<file path="src/rtl/sh7034_sci_uart_peer.sv">
`default_nettype none
// ============================================================================
// Module      : sh7034_sci_uart_peer
// Description : Board-side async serial peer for the SH7034 SCI pins, with
//               16x-oversampled RX/TX engines and small host-side FIFOs.
// Revision    : 1.0 - initial release
// ============================================================================
module sh7034_sci_uart_peer #(
    parameter int FIFO_AW = 2
) (
    input  logic        CLK,
    input  logic        RST,
    input  logic        CE,
    input  logic [15:0] BAUD_DIV,
    input  logic        PE,
    input  logic        OE,
    input  logic        STOP,
    input  logic        RXD,
    output logic        TXD,
    input  logic [7:0]  TX_DATA,
    input  logic        TX_WR,
    output logic        TX_FULL,
    output logic        TX_IDLE,
    output logic [7:0]  RX_DATA,
    output logic        RX_PERR,
    output logic        RX_FERR,
    output logic        RX_EMPTY,
    input  logic        RX_RD,
    output logic        RX_OVR
);
    localparam int DEPTH = 2 ** FIFO_AW;

    typedef enum logic [2:0] {TXS_IDLE, TXS_START, TXS_DATA, TXS_PAR, TXS_STOP1, TXS_STOP2} tx_state_t;
    typedef enum logic [2:0] {RXS_IDLE, RXS_START, RXS_DATA, RXS_PAR, RXS_STOP, RXS_BREAK} rx_state_t;

    logic [15:0] baud_cnt_q, baud_cnt_d;
    logic        tick;

    always_comb begin
        baud_cnt_d = baud_cnt_q;
        tick       = 1'b0;
        if (CE) begin
            if (baud_cnt_q >= BAUD_DIV) begin
                tick       = 1'b1;
                baud_cnt_d = '0;
            end else begin
                baud_cnt_d = baud_cnt_q + 16'd1;
            end
        end
    end

    // TX FIFO and frame engine
    logic [7:0]       tx_mem_q [DEPTH];
    logic [FIFO_AW:0] tx_wr_q, tx_wr_d, tx_rd_q, tx_rd_d;
    logic             tx_empty, tx_full, tx_push, tx_pop, tx_load;
    logic [7:0]       tx_head;
    tx_state_t        tx_state_q, tx_state_d;
    logic [3:0]       tx_sub_q, tx_sub_d;
    logic [2:0]       tx_bit_q, tx_bit_d;
    logic [7:0]       tx_shift_q, tx_shift_d;
    logic             tx_par_q, tx_par_d, tx_pe_q, tx_pe_d, tx_two_q, tx_two_d, txd_q, txd_d;

    assign tx_empty = (tx_wr_q == tx_rd_q);
    assign tx_full  = (tx_wr_q[FIFO_AW] != tx_rd_q[FIFO_AW]) &&
                      (tx_wr_q[FIFO_AW-1:0] == tx_rd_q[FIFO_AW-1:0]);
    assign tx_push  = CE && TX_WR && !tx_full;
    assign tx_head  = tx_mem_q[tx_rd_q[FIFO_AW-1:0]];
    assign tx_wr_d  = tx_wr_q + {{FIFO_AW{1'b0}}, tx_push};
    assign tx_rd_d  = tx_rd_q + {{FIFO_AW{1'b0}}, tx_pop};

    always_comb begin
        tx_state_d = tx_state_q;
        tx_sub_d   = tx_sub_q;
        tx_bit_d   = tx_bit_q;
        tx_shift_d = tx_shift_q;
        tx_par_d   = tx_par_q;
        tx_pe_d    = tx_pe_q;
        tx_two_d   = tx_two_q;
        txd_d      = txd_q;
        tx_load    = 1'b0;
        tx_pop     = 1'b0;
        if (tick) begin
            tx_sub_d = tx_sub_q + 4'd1;
            case (tx_state_q)
                TXS_IDLE: begin
                    tx_sub_d = '0;
                    tx_load  = !tx_empty;
                end
                TXS_START: if (tx_sub_q == 4'd15) begin
                    tx_state_d = TXS_DATA;
                    tx_bit_d   = '0;
                    txd_d      = tx_shift_q[0];
                end
                TXS_DATA: if (tx_sub_q == 4'd15) begin
                    tx_shift_d = {1'b0, tx_shift_q[7:1]};
                    tx_bit_d   = tx_bit_q + 3'd1;
                    if (tx_bit_q == 3'd7) begin
                        tx_state_d = tx_pe_q ? TXS_PAR : TXS_STOP1;
                        txd_d      = tx_pe_q ? tx_par_q : 1'b1;
                    end else begin
                        txd_d = tx_shift_q[1];
                    end
                end
                TXS_PAR: if (tx_sub_q == 4'd15) begin
                    tx_state_d = TXS_STOP1;
                    txd_d      = 1'b1;
                end
                TXS_STOP1: if (tx_sub_q == 4'd15) begin
                    if (tx_two_q) begin
                        tx_state_d = TXS_STOP2;
                    end else begin
                        tx_state_d = TXS_IDLE;
                        tx_load    = !tx_empty;
                    end
                end
                TXS_STOP2: if (tx_sub_q == 4'd15) begin
                    tx_state_d = TXS_IDLE;
                    tx_load    = !tx_empty;
                end
                default: tx_state_d = TXS_IDLE;
            endcase
            // Loading straight out of a stop bit keeps back-to-back frames gapless
            if (tx_load) begin
                tx_pop     = 1'b1;
                tx_shift_d = tx_head;
                tx_par_d   = (^tx_head) ^ OE;
                tx_pe_d    = PE;
                tx_two_d   = STOP;
                tx_state_d = TXS_START;
                tx_sub_d   = '0;
                txd_d      = 1'b0;
            end
        end
    end

    // RX synchroniser: [0]/[1] metastability stages, [2] previous value for edge detect
    logic [2:0]       rx_sync_q, rx_sync_d;
    logic             rx_line, rx_fall;
    logic [9:0]       rx_mem_q [DEPTH];
    logic [FIFO_AW:0] rx_wr_q, rx_wr_d, rx_rd_q, rx_rd_d;
    logic             rx_empty, rx_full, rx_push, rx_pop, rx_ferr, rx_perr;
    logic [9:0]       rx_head;
    rx_state_t        rx_state_q, rx_state_d;
    logic [3:0]       rx_sub_q, rx_sub_d;
    logic [2:0]       rx_cnt_q, rx_cnt_d;
    logic [7:0]       rx_shift_q, rx_shift_d;
    logic             rx_pe_q, rx_pe_d, rx_oe_q, rx_oe_d, rx_pbit_q, rx_pbit_d, rx_ovr_q, rx_ovr_d;

    assign rx_sync_d = CE ? {rx_sync_q[1:0], RXD} : rx_sync_q;
    assign rx_line   = rx_sync_q[1];
    assign rx_fall   = rx_sync_q[2] && !rx_sync_q[1];
    assign rx_empty  = (rx_wr_q == rx_rd_q);
    assign rx_full   = (rx_wr_q[FIFO_AW] != rx_rd_q[FIFO_AW]) &&
                       (rx_wr_q[FIFO_AW-1:0] == rx_rd_q[FIFO_AW-1:0]);
    assign rx_pop    = CE && RX_RD && !rx_empty;
    assign rx_head   = rx_mem_q[rx_rd_q[FIFO_AW-1:0]];
    assign rx_wr_d   = rx_wr_q + {{FIFO_AW{1'b0}}, rx_push};
    assign rx_rd_d   = rx_rd_q + {{FIFO_AW{1'b0}}, rx_pop};
    assign rx_ferr   = !rx_line;
    assign rx_perr   = rx_pe_q && (rx_pbit_q != ((^rx_shift_q) ^ rx_oe_q));

    always_comb begin
        rx_state_d = rx_state_q;
        rx_sub_d   = rx_sub_q;
        rx_cnt_d   = rx_cnt_q;
        rx_shift_d = rx_shift_q;
        rx_pe_d    = rx_pe_q;
        rx_oe_d    = rx_oe_q;
        rx_pbit_d  = rx_pbit_q;
        rx_ovr_d   = CE ? 1'b0 : rx_ovr_q;
        rx_push    = 1'b0;
        if (tick) begin
            rx_sub_d = rx_sub_q + 4'd1;
        end
        case (rx_state_q)
            RXS_IDLE: if (CE && rx_fall) begin
                rx_state_d = RXS_START;
                rx_sub_d   = '0;
                rx_pe_d    = PE;
                rx_oe_d    = OE;
            end
            RXS_START: if (tick && rx_sub_q == 4'd7) begin
                rx_state_d = rx_line ? RXS_IDLE : RXS_DATA;
                rx_sub_d   = '0;
                rx_cnt_d   = '0;
            end
            RXS_DATA: if (tick && rx_sub_q == 4'd15) begin
                rx_shift_d = {rx_line, rx_shift_q[7:1]};
                rx_cnt_d   = rx_cnt_q + 3'd1;
                if (rx_cnt_q == 3'd7) begin
                    rx_state_d = rx_pe_q ? RXS_PAR : RXS_STOP;
                end
            end
            RXS_PAR: if (tick && rx_sub_q == 4'd15) begin
                rx_pbit_d  = rx_line;
                rx_state_d = RXS_STOP;
            end
            RXS_STOP: if (tick && rx_sub_q == 4'd15) begin
                rx_ovr_d   = rx_full;
                rx_push    = !rx_full;
                rx_state_d = rx_ferr ? RXS_BREAK : RXS_IDLE;
            end
            // A held-low line after a framing error must not look like a new start
            RXS_BREAK: if (CE && rx_line) rx_state_d = RXS_IDLE;
            default: rx_state_d = RXS_IDLE;
        endcase
    end

    always_ff @(posedge CLK) begin
        if (tx_push) tx_mem_q[tx_wr_q[FIFO_AW-1:0]] <= TX_DATA;
    end

    always_ff @(posedge CLK) begin
        if (RST) begin
            baud_cnt_q <= '0;
            tx_wr_q    <= '0;
            tx_rd_q    <= '0;
            tx_state_q <= TXS_IDLE;
            tx_sub_q   <= '0;
            tx_bit_q   <= '0;
            tx_shift_q <= '0;
            tx_par_q   <= 1'b0;
            tx_pe_q    <= 1'b0;
            tx_two_q   <= 1'b0;
            txd_q      <= 1'b1;
            rx_sync_q  <= 3'b111;
            rx_wr_q    <= '0;
            rx_rd_q    <= '0;
            rx_state_q <= RXS_IDLE;
            rx_sub_q   <= '0;
            rx_cnt_q   <= '0;
            rx_shift_q <= '0;
            rx_pe_q    <= 1'b0;
            rx_oe_q    <= 1'b0;
            rx_pbit_q  <= 1'b0;
            rx_ovr_q   <= 1'b0;
            for (int i = 0; i < DEPTH; i++) rx_mem_q[i] <= '0;
        end else begin
            baud_cnt_q <= baud_cnt_d;
            tx_wr_q    <= tx_wr_d;
            tx_rd_q    <= tx_rd_d;
            tx_state_q <= tx_state_d;
            tx_sub_q   <= tx_sub_d;
            tx_bit_q   <= tx_bit_d;
            tx_shift_q <= tx_shift_d;
            tx_par_q   <= tx_par_d;
            tx_pe_q    <= tx_pe_d;
            tx_two_q   <= tx_two_d;
            txd_q      <= txd_d;
            rx_sync_q  <= rx_sync_d;
            rx_wr_q    <= rx_wr_d;
            rx_rd_q    <= rx_rd_d;
            rx_state_q <= rx_state_d;
            rx_sub_q   <= rx_sub_d;
            rx_cnt_q   <= rx_cnt_d;
            rx_shift_q <= rx_shift_d;
            rx_pe_q    <= rx_pe_d;
            rx_oe_q    <= rx_oe_d;
            rx_pbit_q  <= rx_pbit_d;
            rx_ovr_q   <= rx_ovr_d;
            if (rx_push) rx_mem_q[rx_wr_q[FIFO_AW-1:0]] <= {rx_perr, rx_ferr, rx_shift_q};
        end
    end

    assign TXD      = txd_q;
    assign TX_FULL  = tx_full;
    assign TX_IDLE  = tx_empty && (tx_state_q == TXS_IDLE);
    assign RX_DATA  = rx_head[7:0];
    assign RX_FERR  = rx_head[8];
    assign RX_PERR  = rx_head[9];
    assign RX_EMPTY = rx_empty;
    assign RX_OVR   = rx_ovr_q;
endmodule
`default_nettype wire

</file>
<file path="config.mk">
export PLATFORM = sky130hd
export DESIGN_NAME = sh7034_sci_uart_peer
export DESIGN_NICKNAME = d
export VERILOG_FILES = /design/src/rtl/sh7034_sci_uart_peer.sv
export SDC_FILE = /design/constraint.sdc
export NUM_CORES = 1
export LEC_CHECK = 0
export BUFFER_PORTS_ARGS = -buffer_cell sky130_fd_sc_hd__buf_2
export CAP_MARGIN = 10
export CORE_MARGIN = 2
export CORE_UTILIZATION = 65
export DETAILED_ROUTE_END_ITERATION = 10
export GPL_TIMING_DRIVEN = 0
export PLACE_DENSITY = 0.83
export SYNTH_ARGS = -nofsm -noshare
export SYNTH_HDL_FRONTEND = slang
export SYNTH_SLANG_ARGS = --single-unit
</file>
<file path="constraint.sdc">
create_clock -name CLK -period 5.5 [get_ports CLK]
set_input_delay 0 -clock CLK [delete_from_list [all_inputs] [get_ports CLK]]
set_output_delay 0 -clock CLK [all_outputs]
set_load 0.02 [all_outputs]
</file>
==> flow_summary.yaml <==
clocking:
  cts_resized: 0
  clk_latency_ns: 0.53
  cts_made_buffers: 17
  cts.sinks: 147
  post_cts_buffers: 0
  tritoncts: "built"
  cts-root-buf: "clkbuf_8"
  clk_pin_slew_ns: 0.06
  clockBufferDepth: 2
  htree_levels: 4
grt:
  grt_pass1_vias: 5243
  grt.overflow.total: 0
  antenna_found_initial: 0
  track_usage_pct: 27.9
  grt_max_degree: 17
  grt_pass1_wl_mm: 24.9
yosys:
  async_flop_share_pct: 0
  syn_area_per_cell_um2: 10.9
  synth_top_area_share_pct: 30.8
  synth_cells: 644
  synth_area_um2: 7030
  ys_top_cells_by_area: "edfxtp_1 (31%), dfxtp_1 (21%), mux4_2 (5.8%)"
  synth_cell_types: 53
  syn_nets: 708
  synth_seq_cells: 147
  yosysTopAreaCell: "edfxtp_1"
  synth-edff-count: 72
  ys_top_cells_by_count: "dfxtp_1 (75), nor2_1 (75), edfxtp_1 (72), nand2_1 (51), a21oi_1 (35)"
  yosysWarnings: 0
  synth_flop_cell: "dfxtp_1"
  yosysSeqAreaShare_pct: 52.1
setup_path:
  r2r_slack_ns: 2.28
  path_class: "reg -> reg"
  reg2reg_depth: 8
  worstSetupStartpointType: "flop"
  cp.required_ns: 5.67
  reg2reg_to: "rx_mem_q[0][7]$_SDFFCE_PN0P_"
  reg2reg_from: "baud_cnt_q[13]$_SDFFE_PP0P_"
  critPathCaptureType: "flop"
  worstPathArrival_ns: 3.39
  cp_max_fo: 10
floorplan:
  ioPinCount: 48
  rows: 37
  die_y_um: 108
  initial_core_util_pct: 67.5
  die_area_um2: 11700
  coreArea_um2: 10400
  dieWidth_um: 108
hold_path:
  min_from: "CE"
  hold_path.class: "in -> reg"
  holdPathStages: 5
  min_to: "RX_OVR$_SDFF_PP0_"
sta:
  worst_slack_ns: 2.28
  hold_viol: 0
  slew_violations: 0
  worst_pin_slew_ns: 0.849
  skew_ns: 0.00825
  rsz0062_at_grt: "false"
  finalCritPeriodShare_pct: 58.6
  finalSetupTns_ns: 0
  fmax_mhz: 310
  finalSetupViolations: 0
  final.min_clock_period_ns: 3.22
  slew_headroom_pct: 43.4
drt:
  detail-route-antenna-nets: 0
  firstDrtPassIters: 6
  vias: 5176
  drt-initial-drc-count: 454
  vias_per_cell: 5.93
  post_drt_wl_per_cell_um: 17.0
  drcViolationCount: 0
  routed_wl_mm: 14.9
power:
  p_per_area_nw_per_um2: 292
  power.internal_mw: 1.83
  clkPwrFrac_pct: 45.1
  p_sw_uw: 544
  comb_power_share_pct: 5.2
  p_sw_share_pct: 22.9
  p_seq_share_pct: 49.7
  ir_worst_vdd_mv: 0.182
  leakagePower_nw: 3.21
placement:
  hpwlAfterDp_mm: 10.3
  io_buffers: 46
  dp_slack_ns: 2.36
  gp_congestion: 0.871
run:
  cap_viol_max_count: 0
layout:
  diodes: 0
  fin_nets: 788
  drive_gt1_share_pct: 15.6
  area_growth_pct: 15.7
  fillers: 640
run_status:
  status: "completed"
-- per-stage QoR --
step	power [mW]	hold WS, ns	utilization, %	std cells	instance area, um^2
final	2.37	0.131	78.1	873	8130
after global routing	2.44	0.141	78.1	873	8130
after floorplan	1.27	0.0989	-	644	7030
after global placement	1.31	0.208	71.3	826	7430
after detailed placement	1.32	0.215	71.3	826	7430
after CTS	2.38	0.0925	78.0	873	8130
-- layout by cell type (no fill, tap or decap), types with 13 or more instances in the layout --
cell type	n
dfxtp_1	75
nor2_1	75
edfxtp_1	72
nand2_1	51
buf_2	51
a21oi_1	35
ha_1	31
and3_1	27
xnor2_1	25
mux2i_1	22
inv_1	21
clkbuf_1	20
nand3_1	18
mux4_2	18
and2_1	18
xor2_1	17
o21ai_0	16
clkbuf_16	16
dlygate4sd3_1	15
nor2b_1	13
-- power by group through the flow --
stage	combinational [mW]	clock (mW)	sequential, mW
after floorplan	0.0750	0	1.20
after global placement	0.108	0	1.20
after detailed placement	0.113	0	1.20
after CTS	0.123	1.08	1.18
after global routing	0.135	1.12	1.18
final	0.123	1.07	1.18
-- layout make-up --
class,count,area [um^2],area share [%]
inverter,22,82.6,1.02
clock buffer,18,418,5.14
tap,136,170,2.09
clock inverter,14,130,1.60
multi-input combinational,444,3150,38.7
timing repair buffer,61,380,4.68
buffer,31,136,1.68
sequential,147,3660,45.1
-- cells by family after synthesis --
kind of cell	after synthesis	synth area share, %
AND/OR/NAND/NOR	247	17.5
flip-flops	147	52.1
AO/OA/AOI/OAI	84	7.55
buffers and inverters	53	3.12
XOR/XNOR	42	5.24
multiplexers	40	8.90
adder cells (fa/ha/maj)	31	5.52
-- worst max-delay path: stages (launching register included) --
cell      delay, ns
dfxtp_1        0.34
ha_1           0.30
nand4_1        0.17
nor4_1         0.37
a31oi_1        0.23
a21boi_2       0.41
nand4_1        0.23
nor2_1         0.33
a21o_1         0.49
-- state kept, by name, indices dropped and copies added (netlist names), 4 cells and up --
register / cells
rx_sub_q: 4
rx_shift_q: 8
baud_cnt_q: 16
tx_mem_q: 32
tx_shift_q: 8
tx_sub_q: 4
rx_mem_q: 40
-- metal layers --
metal	global-route usage (%)	up-vias	share of wire, %
met5	0	-	0
met4	11.8	0	2.5
met3	6.63	30	5.2
met2	49.1	172	52
met1	32.7	2513	40
li1	-	2461	-
-- how the worst max path moves through the flow --
stage / depth (start not counted) / slack [ns] / startpoint / endpoint
after floorplan: 11 / 2.91 / baud_cnt_q[0]$_SDFFE_PP0P_ / tx_rd_q[1]$_SDFF_PP0_
after global placement: 8 / 2.46 / baud_cnt_q[13]$_SDFFE_PP0P_ / rx_mem_q[0][0]$_SDFFCE_PN0P_
after detailed placement: 8 / 2.36 / baud_cnt_q[13]$_SDFFE_PP0P_ / rx_mem_q[0][2]$_SDFFCE_PN0P_
after CTS: 8 / 2.34 / baud_cnt_q[13]$_SDFFE_PP0P_ / rx_mem_q[0][6]$_SDFFCE_PN0P_
after global routing: 8 / 2.07 / baud_cnt_q[13]$_SDFFE_PP0P_ / rx_mem_q[0][6]$_SDFFCE_PN0P_
final: 8 / 2.28 / baud_cnt_q[13]$_SDFFE_PP0P_ / rx_mem_q[0][7]$_SDFFCE_PN0P_
-- what timing repair did --
action / 4_1_cts / 5_1_grt
hold endpoints to repair: 41 / 0
hold buffers: 15 / 0
setup endpoints to repair: 0 / 0
Power figures use the tool's default switching activity.
